--- config.mk ---
export PLATFORM = sky130hd
export DESIGN_NAME = bus_select_controller
export DESIGN_NICKNAME = d
export VERILOG_FILES = /design/src/rtl/bus_select_controller.sv
export SDC_FILE = /design/constraint.sdc
export NUM_CORES = 1
export LEC_CHECK = 0
export CORE_ASPECT_RATIO = 1.4
export CORE_MARGIN = 1
export CORE_UTILIZATION = 41
export CTS_BUF_LIST = sky130_fd_sc_hd__clkbuf_4 sky130_fd_sc_hd__clkbuf_8 sky130_fd_sc_hd__clkbuf_16
export CTS_CLUSTER_DIAMETER = 80
export DETAILED_ROUTE_END_ITERATION = 12
export DONT_BUFFER_PORTS = 1
export HOLD_SLACK_MARGIN = 0.08
export MAX_ROUTING_LAYER = met4
export SYNTH_ARGS = -nofsm -noshare
export SYNTH_HDL_FRONTEND = slang
export SYNTH_SLANG_ARGS = --single-unit
--- constraint.sdc ---
create_clock -name MCLK_IN -period 2.73 [get_ports MCLK_IN]
set_input_delay 0.546 -clock MCLK_IN [delete_from_list [all_inputs] [get_ports MCLK_IN]]
set_output_delay 0.546 -clock MCLK_IN [all_outputs]
set_load 0.01 [all_outputs]
--- src/rtl/bus_select_controller.sv ---
// ---------------------------------------------------------------------------
// bus_select_controller
//
// Parametrised 68000 bus decode: NUM_CS chip-select regions, each with its
// own base, compare mask and wait-state count. Generates chip selects,
// read output enable, DTACK, a bus-error timeout and autovector acknowledge
// for interrupt-acknowledge cycles. All outputs are registered.
//
// Optional feature macro: BUS_SINGLE_STEP_EN
//   defined   : DATA_ACK additionally waits for a rising edge of the
//               synchronised STEP_IN seen after CS assertion.
//   undefined : STEP_IN is ignored.
//
// Ports:
//   MCLK_IN            in   system clock
//   RESET_IN           in   synchronous active-high reset
//   AS_IN              in   address strobe (active high, asynchronous)
//   WR_IN              in   1 = write, 0 = read
//   UDS_IN / LDS_IN    in   upper / lower data strobes (active high)
//   MPU_STATUS_CODE_IN in   CPU function code FC[2:0]
//   ADDR_IN            in   24-bit CPU address
//   STEP_IN            in   single-step pulse (optional feature only)
//   CS                 out  one-hot chip selects
//   OUTPUT_ENABLE      out  read output enable
//   DATA_ACK           out  DTACK
//   BUS_ERROR_ACK      out  BERR
//   INT_AUTOVEC_ACK    out  AVEC
//
// State table:
//   ST_RELEASE | after reset; wait for synchronised AS low
//   ST_IDLE    | wait for strobe
//   ST_DECODE  | sample address/strobes/FC, drive selects
//   ST_WAIT    | wait-state countdown, CS held
//   ST_STEP    | wait count done, waiting for step edge (optional feature)
//   ST_ACK     | DATA_ACK high, CS/OE held
//   ST_TIMEOUT | unmatched cycle, countdown to BUS_ERROR_ACK (then held)
//   ST_IACK    | INT_AUTOVEC_ACK held
// ---------------------------------------------------------------------------
module bus_select_controller #(
    parameter int                   NUM_CS         = 4,
    parameter logic [NUM_CS*24-1:0] CS_BASE        = {NUM_CS{24'h0}},
    parameter logic [NUM_CS*24-1:0] CS_MASK        = {NUM_CS{24'hF00000}},
    parameter logic [NUM_CS*4-1:0]  CS_WAIT        = {NUM_CS{4'd1}},
    parameter int                   TIMEOUT_CYCLES = 255
) (
    input  logic              MCLK_IN,
    input  logic              RESET_IN,
    input  logic              AS_IN,
    input  logic              WR_IN,
    input  logic              UDS_IN,
    input  logic              LDS_IN,
    input  logic [2:0]        MPU_STATUS_CODE_IN,
    input  logic [23:0]       ADDR_IN,
    input  logic              STEP_IN,
    output logic [NUM_CS-1:0] CS,
    output logic              OUTPUT_ENABLE,
    output logic              DATA_ACK,
    output logic              BUS_ERROR_ACK,
    output logic              INT_AUTOVEC_ACK
);

    localparam logic [9:0] TIMEOUT_LOAD = 10'(TIMEOUT_CYCLES);

    typedef enum logic [2:0] {
        ST_RELEASE,
        ST_IDLE,
        ST_DECODE,
        ST_WAIT,
        ST_STEP,
        ST_ACK,
        ST_TIMEOUT,
        ST_IACK
    } state_t;

    state_t            state;
    logic [NUM_CS-1:0] cs_q;
    logic              oe_q;
    logic              dack_q;
    logic              berr_q;
    logic              avec_q;
    logic [9:0]        cnt;

    // -----------------------------------------------------------------------
    // AS synchroniser. Both stages reset high so a strobe that is already
    // asserted during reset can never be mistaken for a fresh cycle: the
    // block only leaves RELEASE once a real low has propagated through.
    // -----------------------------------------------------------------------
    logic as_meta;
    logic as_sync;

    always_ff @(posedge MCLK_IN) begin
        if (RESET_IN) begin
            as_meta <= 1'b1;
            as_sync <= 1'b1;
        end else begin
            as_meta <= AS_IN;
            as_sync <= as_meta;
        end
    end

`ifdef BUS_SINGLE_STEP_EN
    logic step_meta;
    logic step_sync;
    logic step_prev;
    logic step_rise;
    logic step_seen;

    always_ff @(posedge MCLK_IN) begin
        if (RESET_IN) begin
            step_meta <= 1'b0;
            step_sync <= 1'b0;
            step_prev <= 1'b0;
        end else begin
            step_meta <= STEP_IN;
            step_sync <= step_meta;
            step_prev <= step_sync;
        end
    end

    assign step_rise = step_sync & ~step_prev;
`else
    logic unused_step;
    assign unused_step = STEP_IN;
`endif

    // -----------------------------------------------------------------------
    // Region decode. Iterating from the top index down lets the lowest
    // matching region overwrite any higher one.
    // -----------------------------------------------------------------------
    logic              hit;
    logic [2:0]        hit_idx;
    logic [NUM_CS-1:0] hit_cs;
    logic [3:0]        hit_wait;

    always_comb begin
        hit     = 1'b0;
        hit_idx = 3'd0;
        for (int i = NUM_CS - 1; i >= 0; i--) begin
            if ((ADDR_IN & CS_MASK[24*i +: 24]) == CS_BASE[24*i +: 24]) begin
                hit     = 1'b1;
                hit_idx = 3'(i);
            end
        end
    end

    assign hit_cs   = NUM_CS'(1) << hit_idx;
    assign hit_wait = CS_WAIT[4*hit_idx +: 4];

    // -----------------------------------------------------------------------
    // Bus cycle FSM.
    // IDLE exits on the first synchroniser stage so that DECODE samples the
    // bus on the second edge after the strobe, keeping select latency at two
    // edges. Abort and RELEASE use the fully synchronised strobe, so a
    // strobe drop clears outputs on the second edge after it is sampled.
    // The bus fields are sampled only in DECODE; everything afterwards works
    // from registered results, so late bus changes have no effect.
    // -----------------------------------------------------------------------
    always_ff @(posedge MCLK_IN) begin
        if (RESET_IN) begin
            state  <= ST_RELEASE;
            cs_q   <= '0;
            oe_q   <= 1'b0;
            dack_q <= 1'b0;
            berr_q <= 1'b0;
            avec_q <= 1'b0;
            cnt    <= 10'd0;
`ifdef BUS_SINGLE_STEP_EN
            step_seen <= 1'b0;
`endif
        end else if (state == ST_RELEASE) begin
            if (!as_sync) begin
                state <= ST_IDLE;
            end
        end else if (state == ST_IDLE) begin
            if (as_meta) begin
                state <= ST_DECODE;
            end
        end else if (!as_sync) begin
            // strobe dropped: finished or aborted cycle
            state  <= ST_IDLE;
            cs_q   <= '0;
            oe_q   <= 1'b0;
            dack_q <= 1'b0;
            berr_q <= 1'b0;
            avec_q <= 1'b0;
            cnt    <= 10'd0;
        end else begin
            case (state)
                ST_DECODE: begin
`ifdef BUS_SINGLE_STEP_EN
                    step_seen <= 1'b0;
`endif
                    if (MPU_STATUS_CODE_IN == 3'b111) begin
                        avec_q <= 1'b1;
                        state  <= ST_IACK;
                    end else if (hit) begin
                        cs_q <= hit_cs;
                        oe_q <= ~WR_IN & (UDS_IN | LDS_IN);
                        cnt  <= {6'd0, hit_wait};
                        if (hit_wait == 4'd0) begin
`ifdef BUS_SINGLE_STEP_EN
                            state <= ST_STEP;
`else
                            dack_q <= 1'b1;
                            state  <= ST_ACK;
`endif
                        end else begin
                            state <= ST_WAIT;
                        end
                    end else begin
                        cnt   <= TIMEOUT_LOAD;
                        state <= ST_TIMEOUT;
                    end
                end

                ST_WAIT: begin
                    cnt <= cnt - 10'd1;
`ifdef BUS_SINGLE_STEP_EN
                    if (step_rise) begin
                        step_seen <= 1'b1;
                    end
                    if (cnt == 10'd1) begin
                        if (step_seen || step_rise) begin
                            dack_q <= 1'b1;
                            state  <= ST_ACK;
                        end else begin
                            state <= ST_STEP;
                        end
                    end
`else
                    if (cnt == 10'd1) begin
                        dack_q <= 1'b1;
                        state  <= ST_ACK;
                    end
`endif
                end

`ifdef BUS_SINGLE_STEP_EN
                ST_STEP: begin
                    if (step_rise || step_seen) begin
                        dack_q <= 1'b1;
                        state  <= ST_ACK;
                    end
                end
`endif

                ST_TIMEOUT: begin
                    // counter parks at zero with BERR held
                    if (cnt == 10'd1) begin
                        berr_q <= 1'b1;
                        cnt    <= 10'd0;
                    end else if (cnt != 10'd0) begin
                        cnt <= cnt - 10'd1;
                    end
                end

                default: begin
                    // ST_ACK, ST_IACK: hold until the strobe drops
                end
            endcase
        end
    end

    assign CS              = cs_q;
    assign OUTPUT_ENABLE   = oe_q;
    assign DATA_ACK        = dack_q;
    assign BUS_ERROR_ACK   = berr_q;
    assign INT_AUTOVEC_ACK = avec_q;

endmodule

==> results of run 1 <==
-- flip-flops by register name (all words and copies together) (netlist names) --
name             count
CS                   1
OUTPUT_ENABLE        1
as_sync              1
DATA_ACK             1
cnt                 10
state                3
BUS_ERROR_ACK        1
INT_AUTOVEC_ACK      1
as_meta              1
-- cell usage in the layout (no fill, tap or decap), types with 2 or more instances in the layout --
master	netlist	layout
nand3b_1	2	2
a21oi_1	8	8
or2_2	2	2
nand3_1	2	2
a221o_1	2	2
o21a_1	3	3
a211oi_1	2	2
and3b_1	2	2
conb_1	1	3
o21ai_1	4	4
o31ai_1	2	2
nand2_1	7	7
clkbuf_8	0	4
nand2b_1	6	6
or3_1	6	6
o21ai_0	5	5
nor4_1	4	4
ha_1	2	2
and3_1	3	3
and2_1	2	2
nor2_2	2	2
a21o_1	4	4
nor2_1	15	15
o21bai_1	2	2
inv_1	4	4
a31oi_1	3	3
dfxtp_1	20	20
buf_4	3	2
-- worst max path at each step --
stage / from / to / slack (ns)
2_1_floorplan: cnt[0] / cnt[5] / 0.47
3_3_place_gp: cnt[0] / cnt[9] / 0.33
3_5_place_dp: cnt[0] / cnt[9] / 0.33
4_1_cts: cnt[0] / cnt[9] / 0.27
5_1_grt: cnt[0] / cnt[9] / 0.17
6_report: cnt[0] / cnt[9] / 0.28
-- worst max-delay path: stages (launching register included) --
cell and delay, ns:
dfxtp_1 0.39, inv_1 0.11, ha_1 0.20, or4b_4 0.52, or4_4 0.61, a21oi_4 0.31, a31oi_1 0.09, o22ai_2 0.14
-- per-stage QoR --
stage / area [µm²] / total power, µW / utilization / hold WS (ns)
after CTS: 1335 / 1101 / 0.4593 / 0.3332
after detailed placement: 1280 / 871.5 / 0.4404 / 0.4558
after global routing: 1335 / 1177 / 0.4593 / 0.3281
after floorplan: 1269 / 788.1 / - / 0.4350
after global placement: 1280 / 863.2 / 0.4404 / 0.4496
final: 1335 / 1097 / 0.4593 / 0.3370
-- routing by layer --
metal	track usage	vias up	wire length, µm
met5	-	-	0
met4	0.07353	0	36
met3	0.02703	4	50
met2	0.3403	14	1464
met1	0.1930	503	1189
li1	-	546	-
-- power groups by stage --
stage / sequential (µW) / clock [µW] / combinational, µW
2_1_floorplan: 389 / 0 / 399
3_3_place_gp: 419 / 0 / 444
3_5_place_dp: 422 / 0 / 449
4_1_cts: 415 / 231 / 455
5_1_grt: 427 / 248 / 502
6_report: 417 / 227 / 454
-- kinds of logic (layout without fill, tap and decap cells) --
logic type,count (synthesis),after routing,synth area share
mux,1,1,0.007937
other cells,1,3,0.002973
flops,20,20,0.3175
buf+inv,14,10,0.05158
compound gates,48,48,0.2808
fa+ha+maj,2,2,0.01984
xor+xnor,1,1,0.006946
simple gates,64,64,0.3125
-- area by class of cell --
| cell class | count | area (µm²) | share of cell area |
|---|---|---|---|
| Inverter | 4 | 15.01 | 0.01125 |
| Clock buffer | 4 | 55.05 | 0.04124 |
| Timing Repair Buffer | 2 | 15.01 | 0.01125 |
| Tap cell | 37 | 46.29 | 0.03468 |
| Multi-Input combinational cell | 119 | 803.3 | 0.6017 |
| Sequential cell | 20 | 400.4 | 0.2999 |
==> reports/metrics.cfg, run 1 <==
[outcome]
status = finished, final reports clean

[sta]
fin_tns_setup_ns = 0
slew_headroom = 0.6117
skew_ns = 0.006350
finalCriticalPeriod_ns = 2.453
setup_viol = 0
setup_ws_ns = 0.2770
hold_viol_final = 0
rsz0062_at_grt = no
period_share = 0.8986
max_freq_mhz = 407.7
slew_violations = 0
tightest_slew_ns = 0.5771

[critical_path]
worstPathMaxFanout = 9
critPathRequiredTime_ns = 2.92
reg2reg_depth = 7
timing.rr.start = cnt[0]
cp-end-kind = register
reg2reg_slack_ns = 0.28
cp-start-kind = register
arrival_ns = 2.64
crit_type = register to register
r2r-end = cnt[9]

[finish]
instances_no_fill = 186
nFillCells = 303
area_delta_synth_final_pct = 5.853
antenna-diode-count = 0
layout.nets = 186
layout-drive-gt1-share = 0.1342

[clock_tree]
ctsHoldBuffers = 0
cts_resized = 0
cts.sinks = 20
cts_setup_buffers = 0
cts-root-buf = clkbuf_8
clk_pin_slew_ns = 0.08
cts.htree.levels = 1
cts_buffers = 3
cts_tree = built
cts_buffer_depth = 2
clkLatencyLatePin_ns = 0.26

[power_and_ir_drop]
p_int_uw = 674.0
power_leakage_uw = 0.0005333
swShare = 0.3857
power_density_nw_per_um2 = 821.8
power_frac_clock = 0.207
switching_power_uw = 423.1
seqPwrFrac = 0.380
comb_power_share = 0.414
vdd_drop_max_uv = 385.2

[yosys]
synthCells = 151
yosys_warnings = 0
synth_area_leaders = dfxtp_1 32%, nor2_1 4.5%, a21oi_1 3.2%, nand2b_1 3.0%, or3_1 3.0%
yosysMostFrequentCell = dfxtp_1
synth_ff_type = dfxtp_1
synth_seq_cells = 20
synth_top_cell_by_area = dfxtp_1
synthDistinctLibCells = 55
synth-async-reset-ratio = 0
synth_common_cells = 20 x dfxtp_1, 15 x nor2_1, 8 x a21oi_1
syn_area_um2 = 1261
synth_top_area_share = 0.3175
ys_seq_area_frac = 0.3175
synth_edf_count = 0
syn_avg_cell_area_um2 = 8.352

[detailed_routing]
first_pass_iters = 4
route.detailed.drc = 0
via_per_inst = 5.737
drtIter0Drc = 30
drtAntennaViolNets = 0
wl_per_cell_um = 14.73
wl_mm = 2.740
vias = 1067

[floorplan]
start_util = 0.4339
die_area_um2 = 3305
fp.dieH_um = 67.63
pin_count = 42
core_um2 = 2907
die_w_um = 48.88
rows = 23

[min_path]
hp-start = RESET_IN
whs_path_depth = 1
holdPathEnd = cnt[0]
hp-class = input pin to register

[global_route]
antenna_found_initial = 0
grt_usage = 0.1825
grt_start_max_net_pins = 16
grt-ovfl-total = 0
first_global_vias = 1004
grt_pass1_wl_mm = 4.443

[flow_run]
drv_cap = 0

[placed_design]
port_buffers = 0
dpl.hpwl_mm = 2.048
gp_congestion = 0.8303
dp_cells = 182
preCtsSetupSlack_ns = 0.3256

(Power assumes the default switching activity.)
==> inputs of run 2 (changes only) <==
Settings changed: CORE_ASPECT_RATIO 1.4 to not set.
==> reports/metrics.cfg, run 2 (synthesized netlist as in run 1, its figures left out) <==
[detailed_routing]
drtIter0Drc = 38
wl_per_cell_um = 15.39
vias = 1074
via_per_inst = 6.000
drtAntennaViolNets = 0
first_pass_iters = 8
wl_mm = 2.755
route.detailed.drc = 1

[finish]
area_delta_synth_final_pct = 4.464
largest_reg_flops = 10
final_common_cell = dfxtp_1
layout-drive-gt1-share = 0.1284
layout.nets = 185
top_register = cnt
nFillCells = 270
layout_common_cells = 20 x dfxtp_1, 15 x nor2_1, 8 x a21oi_1
top_regs = cnt (10), state (3)
antenna-diode-count = 0

[power_and_ir_drop]
power_density_nw_per_um2 = 846.7
vdd_drop_max_uv = 325.4
power_leakage_uw = 0.0005271

[critical_path]
worstPathMaxFanout = 7
critPathLaunch = cnt[0]
r2r-end = cnt[5]
timing.rr.start = cnt[0]
cp-start-kind = register
crit_type = register to register
critPathRequiredTime_ns = 2.93
endpoint = cnt[5]
reg2reg_slack_ns = 0.30
cp-end-kind = register
arrival_ns = 2.63
reg2reg_depth = 7

[global_route]
grt-ovfl-total = 0
grt_start_max_net_pins = 17
met1_usage = 0.2524
grt_pass1_wl_mm = 4.740
grt.met3_usage = 0.02721
grt_most_used_layer = met2
grt_usage = 0.1925
antenna_found_initial = 0
grtUsageMet2 = 0.2757
first_global_vias = 1033

[outcome]
status = finished, violations left
violations = design-rule violations

[placed_design]
dpl.hpwl_mm = 2.042
port_buffers = 0
gp_congestion = 0.8551
preCtsSetupSlack_ns = 0.3026

[sta]
tightest_slew_ns = 0.5344
period_share = 0.8906
setup_ws_ns = 0.2988
max_freq_mhz = 411.3
setup_viol = 0
slew_headroom = 0.6404
fin_tns_setup_ns = 0
rsz0062_at_grt = no
slew_violations = 0
finalCriticalPeriod_ns = 2.431
hold_viol_final = 0
skew_ns = 0.01157

[floorplan]
start_util = 0.4458
rows = 19
core_um2 = 2829
die_w_um = 57.46
die_area_um2 = 3302
fp.dieH_um = 57.46
pin_count = 42

[clock_tree]
cts.sinks = 20
cts_setup_buffers = 0
cts.htree.levels = 1
cts_buffers = 3
ctsHoldBuffers = 0
cts_tree = built
cts_buffer_depth = 2
cts-root-buf = clkbuf_4
cts_resized = 0
clkLatencyLatePin_ns = 0.31
clk_pin_slew_ns = 0.13

[flow_run]
drv_cap = 0

[min_path]
hp-class = input pin to register

==> run 2: cell type report <==
cell class	count	area, µm²	area share
inverter	4	15.01	0.01140
multi-input combinational	119	803.3	0.6097
tap	31	38.79	0.02944
sequential	20	400.4	0.3039
timing repair buffer	1	7.507	0.005698
clock inverter	1	30.03	0.02279
clock buffer	3	22.52	0.01709
==> run 2: worst min-delay path by stage <==
stage / startpoint / end / slack, ns / cells after the start
after floorplan: as_meta / as_sync / 0.43 / 1
after global placement: as_meta / state[1] / 0.45 / 2
after detailed placement: as_meta / state[1] / 0.46 / 2
after CTS: RESET_IN / OUTPUT_ENABLE / 0.27 / 1
after global routing: RESET_IN / state[0] / 0.25 / 1
final: RESET_IN / OUTPUT_ENABLE / 0.28 / 1
==> run 2: power by group <==
part / internal [µW] / switching [µW]
Sequential: 340 / 85.4
Combinational: 200 / 241
Clock: 148 / 100
==> run 2: stage by stage <==
step           hold slack [ns]  instances  power (µW)  instance area [µm²]  utilization
6_report                0.2806        179        1116                 1318       0.4657
5_1_grt                 0.2549        179        1196                 1318       0.4657
3_5_place_dp            0.4571        175       868.9                 1265       0.4471
3_3_place_gp            0.4494        175       848.6                 1265       0.4471
4_1_cts                 0.2726        179        1120                 1318       0.4657
2_1_floorplan           0.4350        153       788.1                 1269            -
==> run 2: routing by layer <==
metal,vias to the layer above,share of wire
li1,546,-
met1,499,0.47
met2,22,0.47
met3,7,0.028
met4,0,0.028
met5,-,0
==> run 2: worst max-delay path: stages, from the launching register on <==
cell and delay [ns]:
dfxtp_1 0.40, inv_1 0.10, ha_1 0.20, or4b_4 0.52
or4_4 0.61, nand3_4 0.15, nor2_2 0.06, a221o_1 0.29
